File: src/rtl/mem_arbiter.sv
`default_nettype none
// ============================================================================
// Module   : mem_arbiter
// Brief    : Shares one memory port between Icache and Dcache, with a
//            tag-ownership table that routes each load completion back.
// Revision : 1.0 - initial release
// ============================================================================
module mem_arbiter #(
    parameter int STARVE_MAX = 4,
    parameter int TAG_W      = 4
) (
    input  logic             clk,
    input  logic             rst,
    input  logic [1:0]       Icache2mem_command_i,
    input  logic [63:0]      Icache2mem_addr_i,
    input  logic [1:0]       Dcache2mem_command_i,
    input  logic [63:0]      Dcache2mem_addr_i,
    input  logic [63:0]      Dcache2mem_data_i,
    input  logic [TAG_W-1:0] mem2proc_response_i,
    input  logic [63:0]      mem2proc_data_i,
    input  logic [TAG_W-1:0] mem2proc_tag_i,
    output logic [1:0]       proc2mem_command_o,
    output logic [63:0]      proc2mem_addr_o,
    output logic [63:0]      proc2mem_data_o,
    output logic [TAG_W-1:0] mem2Icache_response_o,
    output logic [TAG_W-1:0] mem2Icache_tag_o,
    output logic [63:0]      mem2Icache_data_o,
    output logic [TAG_W-1:0] mem2Dcache_response_o,
    output logic [TAG_W-1:0] mem2Dcache_tag_o,
    output logic [63:0]      mem2Dcache_data_o,
    output logic             arb_err_o
);

    localparam int         c_CNT_W      = $clog2(STARVE_MAX + 1);
    localparam int         c_DEPTH      = 2 ** TAG_W;
    localparam logic [1:0] c_CMD_NONE   = 2'd0;
    localparam logic [1:0] c_CMD_LOAD   = 2'd1;
    localparam logic [c_CNT_W-1:0] c_STARVE_LIM = c_CNT_W'(STARVE_MAX);

    // Entry 0 stands for "no tag" and is never allocated, so it stays invalid.
    logic [c_DEPTH-1:0] r_valid;
    logic [c_DEPTH-1:0] r_owner;
    logic [c_CNT_W-1:0] r_starve_cnt;
    logic               r_err;

    logic       w_i_req;
    logic       w_d_req;
    logic       w_grant_i;
    logic       w_grant_d;
    logic [1:0] w_cmd;
    logic       w_alloc;
    logic       w_retire;
    logic       w_cpl_hit;
    logic       w_cpl_orphan;
    logic       w_alloc_clash;

    assign w_i_req   = (Icache2mem_command_i != c_CMD_NONE);
    assign w_d_req   = (Dcache2mem_command_i != c_CMD_NONE);
    assign w_grant_i = w_i_req && (!w_d_req || (r_starve_cnt == c_STARVE_LIM));
    assign w_grant_d = w_d_req && !w_grant_i;

    assign w_cmd = w_grant_i ? Icache2mem_command_i :
                   w_grant_d ? Dcache2mem_command_i : c_CMD_NONE;

    assign w_alloc      = (w_cmd == c_CMD_LOAD) && (mem2proc_response_i != '0);
    assign w_retire     = (mem2proc_tag_i != '0);
    assign w_cpl_hit    = w_retire && r_valid[mem2proc_tag_i];
    assign w_cpl_orphan = w_retire && !r_valid[mem2proc_tag_i];
    // A same-cycle retire of the very tag being reused is a legal recycle.
    assign w_alloc_clash = w_alloc && r_valid[mem2proc_response_i] &&
                           !(w_retire && (mem2proc_tag_i == mem2proc_response_i));

    always_comb begin
        proc2mem_command_o    = c_CMD_NONE;
        proc2mem_addr_o       = '0;
        proc2mem_data_o       = '0;
        mem2Icache_response_o = '0;
        mem2Dcache_response_o = '0;
        mem2Icache_tag_o      = '0;
        mem2Dcache_tag_o      = '0;
        mem2Icache_data_o     = '0;
        mem2Dcache_data_o     = '0;
        if (!rst) begin
            proc2mem_command_o = w_cmd;
            mem2Icache_data_o  = mem2proc_data_i;
            mem2Dcache_data_o  = mem2proc_data_i;
            if (w_grant_i) begin
                proc2mem_addr_o       = Icache2mem_addr_i;
                mem2Icache_response_o = mem2proc_response_i;
            end else if (w_grant_d) begin
                proc2mem_addr_o       = Dcache2mem_addr_i;
                proc2mem_data_o       = Dcache2mem_data_i;
                mem2Dcache_response_o = mem2proc_response_i;
            end
            if (w_cpl_hit) begin
                if (r_owner[mem2proc_tag_i]) begin
                    mem2Dcache_tag_o = mem2proc_tag_i;
                end else begin
                    mem2Icache_tag_o = mem2proc_tag_i;
                end
            end
        end
    end

    always_ff @(posedge clk) begin
        if (rst) begin
            r_valid      <= '0;
            r_owner      <= '0;
            r_starve_cnt <= '0;
            r_err        <= 1'b0;
        end else begin
            if (w_retire) begin
                r_valid[mem2proc_tag_i] <= 1'b0;
            end
            // Written after the retire so a recycled tag ends valid.
            if (w_alloc) begin
                r_valid[mem2proc_response_i] <= 1'b1;
                r_owner[mem2proc_response_i] <= w_grant_d;
            end
            if (w_cpl_orphan || w_alloc_clash) begin
                r_err <= 1'b1;
            end
            if (w_i_req && w_grant_d) begin
                if (r_starve_cnt != c_STARVE_LIM) begin
                    r_starve_cnt <= r_starve_cnt + c_CNT_W'(1);
                end
            end else begin
                r_starve_cnt <= '0;
            end
        end
    end

    assign arb_err_o = r_err;

endmodule
`default_nettype wire

File: config.mk
export PLATFORM = sky130hd
export DESIGN_NAME = mem_arbiter
export DESIGN_NICKNAME = d
export VERILOG_FILES = /design/src/rtl/mem_arbiter.sv
export SDC_FILE = /design/constraint.sdc
export NUM_CORES = 1
export LEC_CHECK = 0
export CORE_AREA = 10 10 205 207
export DETAILED_ROUTE_END_ITERATION = 10
export DIE_AREA = 0 0 215 217
export PLACE_DENSITY = 0.45
export SYNTH_ARGS = -nofsm -noshare
export SYNTH_HDL_FRONTEND = slang
export SYNTH_SLANG_ARGS = --single-unit
File: constraint.sdc
create_clock -name clk -period 7.37 [get_ports clk]
set_clock_uncertainty 0.15 [all_clocks]
set_input_delay 1.8425 -clock clk [delete_from_list [all_inputs] [get_ports clk]]
set_output_delay 1.8425 -clock clk [all_outputs]
set_load 0.05 [all_outputs]
# == Word level (Yosys, flattened, before mapping) ==
# Index checks and enable logic that the tools add are counted.
# word_totals
wordCells,74
memories,0
rom_bits,0
mem_bits_rw,0
output_inout_bits,275
latchBits,0
ff_bits,36
in_bits,270
# op_classes
mux,35
n_div,0
n_shift,0
reduce_logical,22
n_bitwise,4
n_lt_le_gt_ge,4
n_mul,0
addsub,1
n_eq_ne,4
# ops
cell,n
$mux 64,7
$mux 16,3
$mux 4,11
$and 16x16->16,1
$bwmux 16,1
$not 16->16,1
$or 16x16->16,1
$bmux 1 s4,3
$logic_and 1x1->1,11
$lt 4x5->1 const B,2
$demux 1 s4,2
$ge 4x1->1 const B,2
$reduce_bool 4->1,2
$mux 2,3
$mux 1,5
$eq 4x4->1,1
$logic_not 1->1,4
$reduce_bool 2->1,2
$add 3x1->3 const B,1
$eq 3x3->1 const B,1
$ne 3x3->1 const B,1
$eq 2x1->1 const B,1
$logic_or 1x1->1,2
$reduce_or 2->1,1
$not 1->1,1

# == Longest topological paths before layout ==
# Gate-level depths: netlist (run 1).
# depth
word_depth,13
depth_mapped,9

# == Worst setup path before layout (run 1) ==
# Ideal clock, no wire load.
# synth_path
kind,input -> output
start,in mem2proc_tag_i[0]
end,out mem2Icache_tag_o[0]
stages,5
n_path_buf,1
required_time_ns,5.378
slack_ns,1.778
arrival_ns,3.600
cell_sequence,buf_6 > mux4_1 > mux4_2 > nor3_2 > and2_1
# synth_between
elab_chain_cells,5
elab_cells_between_ends,9
# synth_rtl
element,line,text
start: declaration,21,"input logic [TAG_W-1:0] mem2proc_tag_i,"
"$bmux 1 s4, on equally long branches","96, 67",
"$mux 1, on equally long branches","96, 67",
$mux 4 / $logic_and 1x1->1 (equally long branches),"96, 67",
$mux 4 (*),95,if (w_cpl_hit) begin
$mux 4 (*),83,if (!rst) begin
end: declaration,26,"output logic [TAG_W-1:0] mem2Icache_tag_o,"
# Every way passes the cells marked *; elsewhere a longest branch is shown, timed or not. The select of a mux whose other input is x is not followed.

# == Final worst setup path (run 1) ==
# layout_path
start,in mem2proc_tag_i[0]
end,out mem2Dcache_tag_o[3]
# layout_between
elab_chain_cells,5
elab_cells_between_ends,9
# layout_rtl
element,line,text
"$bmux 1 s4, on equally long branches","96, 67",
"$mux 1, on equally long branches","96, 67",
$mux 4 / $logic_and 1x1->1 (equally long branches),"96, 67",
$mux 4 (*),95,
$mux 4 (*),83,
end: declaration,29,"output logic [TAG_W-1:0] mem2Dcache_tag_o,"
# Marks and branches as above.

==> impl_metrics.toml, run 1 <==
[yosys]
synth.avg_cell_area_um2 = 7.78
synthArstFlopShare_pct = 0
ys_ff_latch = 36
synth_nets = 795
syn-cell-area_mm2 = 0.00407
yosysWarnings = 0
syn_inst = 523
synth-edff-count = 0
synth_cell_types = 39
yosysSeqAreaShare_pct = 17.7
ys.flop_type = "dfxtp_1"

[power_and_ir_drop]
ir_drop_v = 0.0000781
power_leakage_nw = 3.72
cellPowerDensity_mw_per_mm2 = 124

[clocking]
ctsLongestPathBuffers = 2
cts.hold.buffers_added = 0
clkSinkCount = 36
cts_max_level = 2
cts_tree = "built"
clk_latency_ns = 0.27
post_cts_buffers = 0
cts_made_buffers = 5
clk_pin_slew_ns = 0.05
cts_resized = 0
cts-root-buf = "clkbuf_16"

[global_route]
grt-ovfl-total = 0
grt_pass1_vias = 6023
antenna_found_initial = 1
grt_pass1_wl_um = 44400
grt_max_degree = 60
grtUsageTotal_pct = 12.6

[place]
portBuffers = 544
dp.final_hpwl_um = 27600
gp_congestion = 0.862
post_dp_cell_area_mm2 = 0.00949

[floorplan]
die_area_mm2 = 0.0467
core_mm2 = 0.0381
initial_core_util_pct = 10.7
io_pins = 545
die_h_um = 217
die_w_um = 215
placementRows = 72

[outcome]
status = "completed"

[finish]
fill_cells = 4160
final_area_mm2 = 0.00966
final_layout_size_suffix_gt1_share_pct = 11.8
nets = 1252
area_growth_pct = 137

[sta]
setup_viol = 0
slew_violations = 0
tns_ns = 0
relSlewSlack_pct = 20.3
hold_violations = 0
max_freq_mhz = 149
finalCritPeriodShare_pct = 91.3
worst_slew_pin_slew_ns = 1.20
period_needed_ns = 6.73
rsz0062_at_grt = "no"

[detailed_routing]
num_vias = 5577
firstDrtPassIters = 4
drc = 0
post_drt_wl_per_cell_um = 21.2
wl_um = 31800
ant_nets = 0
first_iter_violations = 348
viasPerCell = 3.72

[setup_path]
crit_slowest_cell = "clkdlybuf4s50_1"
worstPathCellList = "clkdlybuf4s50_1 -> buf_4 -> mux4_1 -> nand3b_1 -> and4_1 -> nor3b_1 -> and2_1 -> clkdlybuf4s50_1"
crit_fanout = 12
arrival_ns = 4.73
slowest_delay_ns = 0.82
crit_top_cell = "clkdlybuf4s50_1"
cp-start-kind = "input pin"
end_kind = "output pin"
critPathRequiredTime_ns = 5.38
crit_type = "in -> out"

[worst_hold_path]
hold_path.class = "reg -> reg"

[flow_run]
drv_cap = 0
==> sequential cells by signal, summed over array words and instances (netlist names) <==
name	count
r_valid	16
r_starve_cnt	3
arb_err_o	1
r_owner	16
==> logic make-up (layout without fill, tap and decap cells) <==
kind of cell / Yosys count / in the layout / share of synthesized area [%]
DFF: 36 / 36 / 17.7
and+or+nand+nor: 219 / 219 / 31.6
adders and majority gates: 2 / 2 / 0.615
AOI/OAI and AO/OA: 121 / 121 / 21.3
muxes: 28 / 28 / 11.1
xor gates and xnor gates: 4 / 4 / 0.861
other: 0 / 1 / 0
buffers and inverters: 113 / 571 / 16.8
==> worst max-delay path: cells and delay by family <==
family | cells | cell delay, ns
muxes | 1 | 0.34
and+or+nand+nor | 4 | 0.91
buffers and inverters | 3 | 1.63
==> cell usage after synthesis, drive strengths merged (2+ instances only) <==
library cell  instances  area, µm²
a21oi                20        100
a22o                 64        561
and2                 80        500
buf                  77        549
clkbuf               33        124
dfxtp                36        721
ha                    2       25.0
inv                   3       11.3
mux2i                15        150
mux4                 12        289
nand2                10       37.5
nand2b               10       62.6
nand3                 2       10.0
nand3b                3       22.5
nor2                 28        105
nor2b                69        432
nor3                  6       35.0
nor3b                 2       20.0
nor4                  3       18.8
o21ai                31        155
or2                   3       18.8
xor2                  3       26.3
==> worst paths after layout <==
check	startpoint	end	slack (ns)	cells past startpoint
setup / recovery	mem2proc_tag_i[0]	mem2Dcache_tag_o[3]	0.64	8
hold / removal	r_starve_cnt[0]	r_starve_cnt[0]	0.31	1
setup reg to reg	r_starve_cnt[0]	r_owner[9]	4.83	7
hold reg to reg	r_starve_cnt[0]	r_starve_cnt[0]	0.31	1
==> stage by stage <==
step           utilization [%]  hold WS (ns)  total power, W  setup slack, ns  cells
2_1_floorplan                -         0.280        0.000638             1.78    523
3_3_place_gp              24.9         0.293        0.000967            0.625   1491
3_5_place_dp              24.9         0.306        0.000964            0.583   1491
4_1_cts                   25.3         0.314         0.00121            0.576   1499
5_1_grt                   25.3         0.344         0.00124            0.405   1499
6_report                  25.3         0.309         0.00119            0.645   1500
==> layout make-up <==
cell class	count	area (µm²)	area share (%)
Timing Repair Buffer	560	5430	56.2
Sequential cell	36	721	7.46
Antenna cell	1	2.50	0.0259
Tap cell	518	648	6.71
Clock buffer	6	129	1.33
Multi-Input combinational cell	374	2680	27.7
Inverter	3	11.3	0.117
Clock inverter	2	35.0	0.363
==> report_power, final <==
part	internal (W)	leakage [nW]	switching [W]
Combinational	0.000307	3.34	0.000448
Sequential	0.000198	0.291	0.00000225
Clock	0.000159	0.0808	0.0000781
Total	0.000664	3.72	0.000528
==> metal layers <==
metal  GRT usage (%)  part of all wire, %  up-vias
met4            2.11                  1.2        2
met5               0                0.053        -
met1            13.6                   38     2535
met3            5.30                   11       17
li1                -                    -     2660
met2            22.7                   50      363
==> cell usage in the layout (no fill, tap or decap), types with 2 or more instances in the layout <==
| cell type | synthesis | layout |
|---|---|---|
| nand3b_1 | 3 | 3 |
| nand3_1 | 2 | 2 |
| clkdlybuf4s50_1 | 0 | 465 |
| nor4_1 | 3 | 3 |
| mux4_2 | 7 | 7 |
| ha_1 | 2 | 2 |
| clkbuf_16 | 0 | 5 |
| nand2b_1 | 10 | 10 |
| inv_1 | 3 | 3 |
| o21ai_0 | 31 | 31 |
| mux4_1 | 5 | 5 |
| a22o_1 | 64 | 64 |
| nor2b_1 | 69 | 68 |
| a21oi_1 | 20 | 20 |
| nor3_1 | 5 | 5 |
| xor2_1 | 3 | 3 |
| nor2_1 | 28 | 28 |
| and2_1 | 80 | 80 |
| mux2i_1 | 15 | 15 |
| nand2_1 | 10 | 10 |
| dfxtp_1 | 36 | 36 |
| buf_12 | 0 | 5 |
| buf_4 | 64 | 90 |
| or2_2 | 3 | 3 |
Note: power is estimated with default switching activity, not from simulation.
==> run 2: changes to the inputs <==
--- a/config.mk
+++ b/config.mk
@@ -5,6 +5,7 @@
 export SDC_FILE = /design/constraint.sdc
 export NUM_CORES = 1
 export LEC_CHECK = 0
+export CAP_MARGIN = 20
 export CORE_AREA = 10 10 205 207
 export DETAILED_ROUTE_END_ITERATION = 10
 export DIE_AREA = 0 0 215 217
==> run 2 against run 1 <==
  * First-iteration DRC count fell by 1.1%
  * Count of clock-buffer cells in the layout did not move
  * Hold slack barely moved
  * Total power barely moved
  * Sequential power barely moved
  * Global-route usage did not move
  * Setup slack improved by 0.0063 ns
  * Via count fell by 0.14%
  * Largest power group unchanged
  * Highest routed layer unchanged
==> impl_metrics.toml, run 2 (synthesis results as in run 1) <==
[finish]
nets = 1253
final_cell_mix = "465 x clkdlybuf4s50_1, 91 x buf_4, 80 x and2_1"
final_layout_size_suffix_gt1_share_pct = 11.9
final_common_cell = "clkdlybuf4s50_1"
stdcell_count = 1501
area_growth_pct = 137
utilization_pct = 25.4
top_regs = "r_owner x16, r_valid x16, r_starve_cnt x3"

[power_and_ir_drop]
ir_drop_v = 0.0000780
power_leakage_nw = 3.72
p_total_w = 0.00119
cellPowerDensity_mw_per_mm2 = 123

[global_route]
antenna_found_initial = 1
grt.met2_usage_pct = 22.7
top_usage_layer = "met2"
grt_use_met1_pct = 13.6
grt_pass1_vias = 6023
grt-ovfl-total = 0
grt_pass1_wl_um = 44400
grtUsageTotal_pct = 12.6
grt_max_degree = 60
grt_use_met3_pct = 5.30

[floorplan]
die_area_mm2 = 0.0467
die_w_um = 215
io_pins = 545
core_mm2 = 0.0381
placementRows = 72
die_h_um = 217
initial_core_util_pct = 10.7

[clocking]
clk_latency_ns = 0.27
cts_resized = 0
cts.hold.buffers_added = 0
cts-root-buf = "clkbuf_16"
ctsLongestPathBuffers = 2
cts_max_level = 2
post_cts_buffers = 0
cts_tree = "built"
clk_pin_slew_ns = 0.05
clkSinkCount = 36
cts_made_buffers = 5

[detailed_routing]
first_iter_violations = 344
drc = 0
viasPerCell = 3.71
post_drt_wl_per_cell_um = 21.2
num_vias = 5569
wl_um = 31800
ant_nets = 0
firstDrtPassIters = 4

[outcome]
status = "completed"

[sta]
hold_violations = 0
tns_ns = 0
period_needed_ns = 6.72
setup_viol = 0
relSlewSlack_pct = 52.8
rsz0062_at_grt = "no"
max_freq_mhz = 149
setup_ws_ns = 0.651
slew_violations = 0
worst_slew_pin_slew_ns = 0.706
finalCritPeriodShare_pct = 91.2

[place]
place_inst = 1491
dp_slack_ns = 0.583
dp.final_hpwl_um = 27600
gp_congestion = 0.862
portBuffers = 544

[setup_path]
end_kind = "output pin"
arrival_ns = 4.73
critPathRequiredTime_ns = 5.38
cp-start-kind = "input pin"
crit_fanout = 12
crit_type = "in -> out"

[flow_run]
drv_cap = 0

[worst_hold_path]
hold_path.class = "reg -> reg"
==> run 2: critical path, cell delays in order <==
cell and delay (ns):
clkdlybuf4s50_1 0.55, buf_4 0.26, mux4_1 0.34, nand3b_1 0.07, and4_1 0.26, nor3b_1 0.39, and2_1 0.19, clkdlybuf4s50_1 0.82
==> run 2: routing by layer <==
layer | share of wire (%) | wire length (µm) | vias to the layer above
met5 | 0.053 | 17 | -
met4 | 1.2 | 395 | 2
met3 | 11 | 3500 | 17
met2 | 50 | 16000 | 357
met1 | 38 | 11900 | 2529
li1 | - | - | 2664
==> run 2: per-stage QoR <==
stage / area, µm² / hold WS, ns
after CTS: 9650 / 0.314
after detailed placement: 9490 / 0.306
after global routing: 9660 / 0.344
after floorplan: 4070 / 0.280
final: 9660 / 0.309
after global placement: 9490 / 0.293
==> run 2: worst paths after layout <==
kind | slack, ns | to | cells after the start | from
max reg2reg | 5.41 | r_owner[3] | 7 | r_starve_cnt[0]
max | 0.65 | mem2Dcache_tag_o[3] | 8 | mem2proc_tag_i[0]
min reg2reg | 0.31 | r_starve_cnt[0] | 1 | r_starve_cnt[0]
min | 0.31 | r_starve_cnt[0] | 1 | r_starve_cnt[0]
==> run 2: where the power goes <==
part	internal [W]	switching, W
clock	0.000159	0.0000786
combinational	0.000307	0.000448
sequential	0.000198	0.00000226
==> run 2: cell type report <==
type / instances / area, µm²
diodes: 1 / 2.50
fillers: 4156 / 28400
inverters: 3 / 11.3
clock inverters: 2 / 35.0
clock buffers: 6 / 129
well taps: 518 / 648
repair buffers: 561 / 5440
flip-flops and latches: 36 / 721
multi-input cells: 374 / 2680
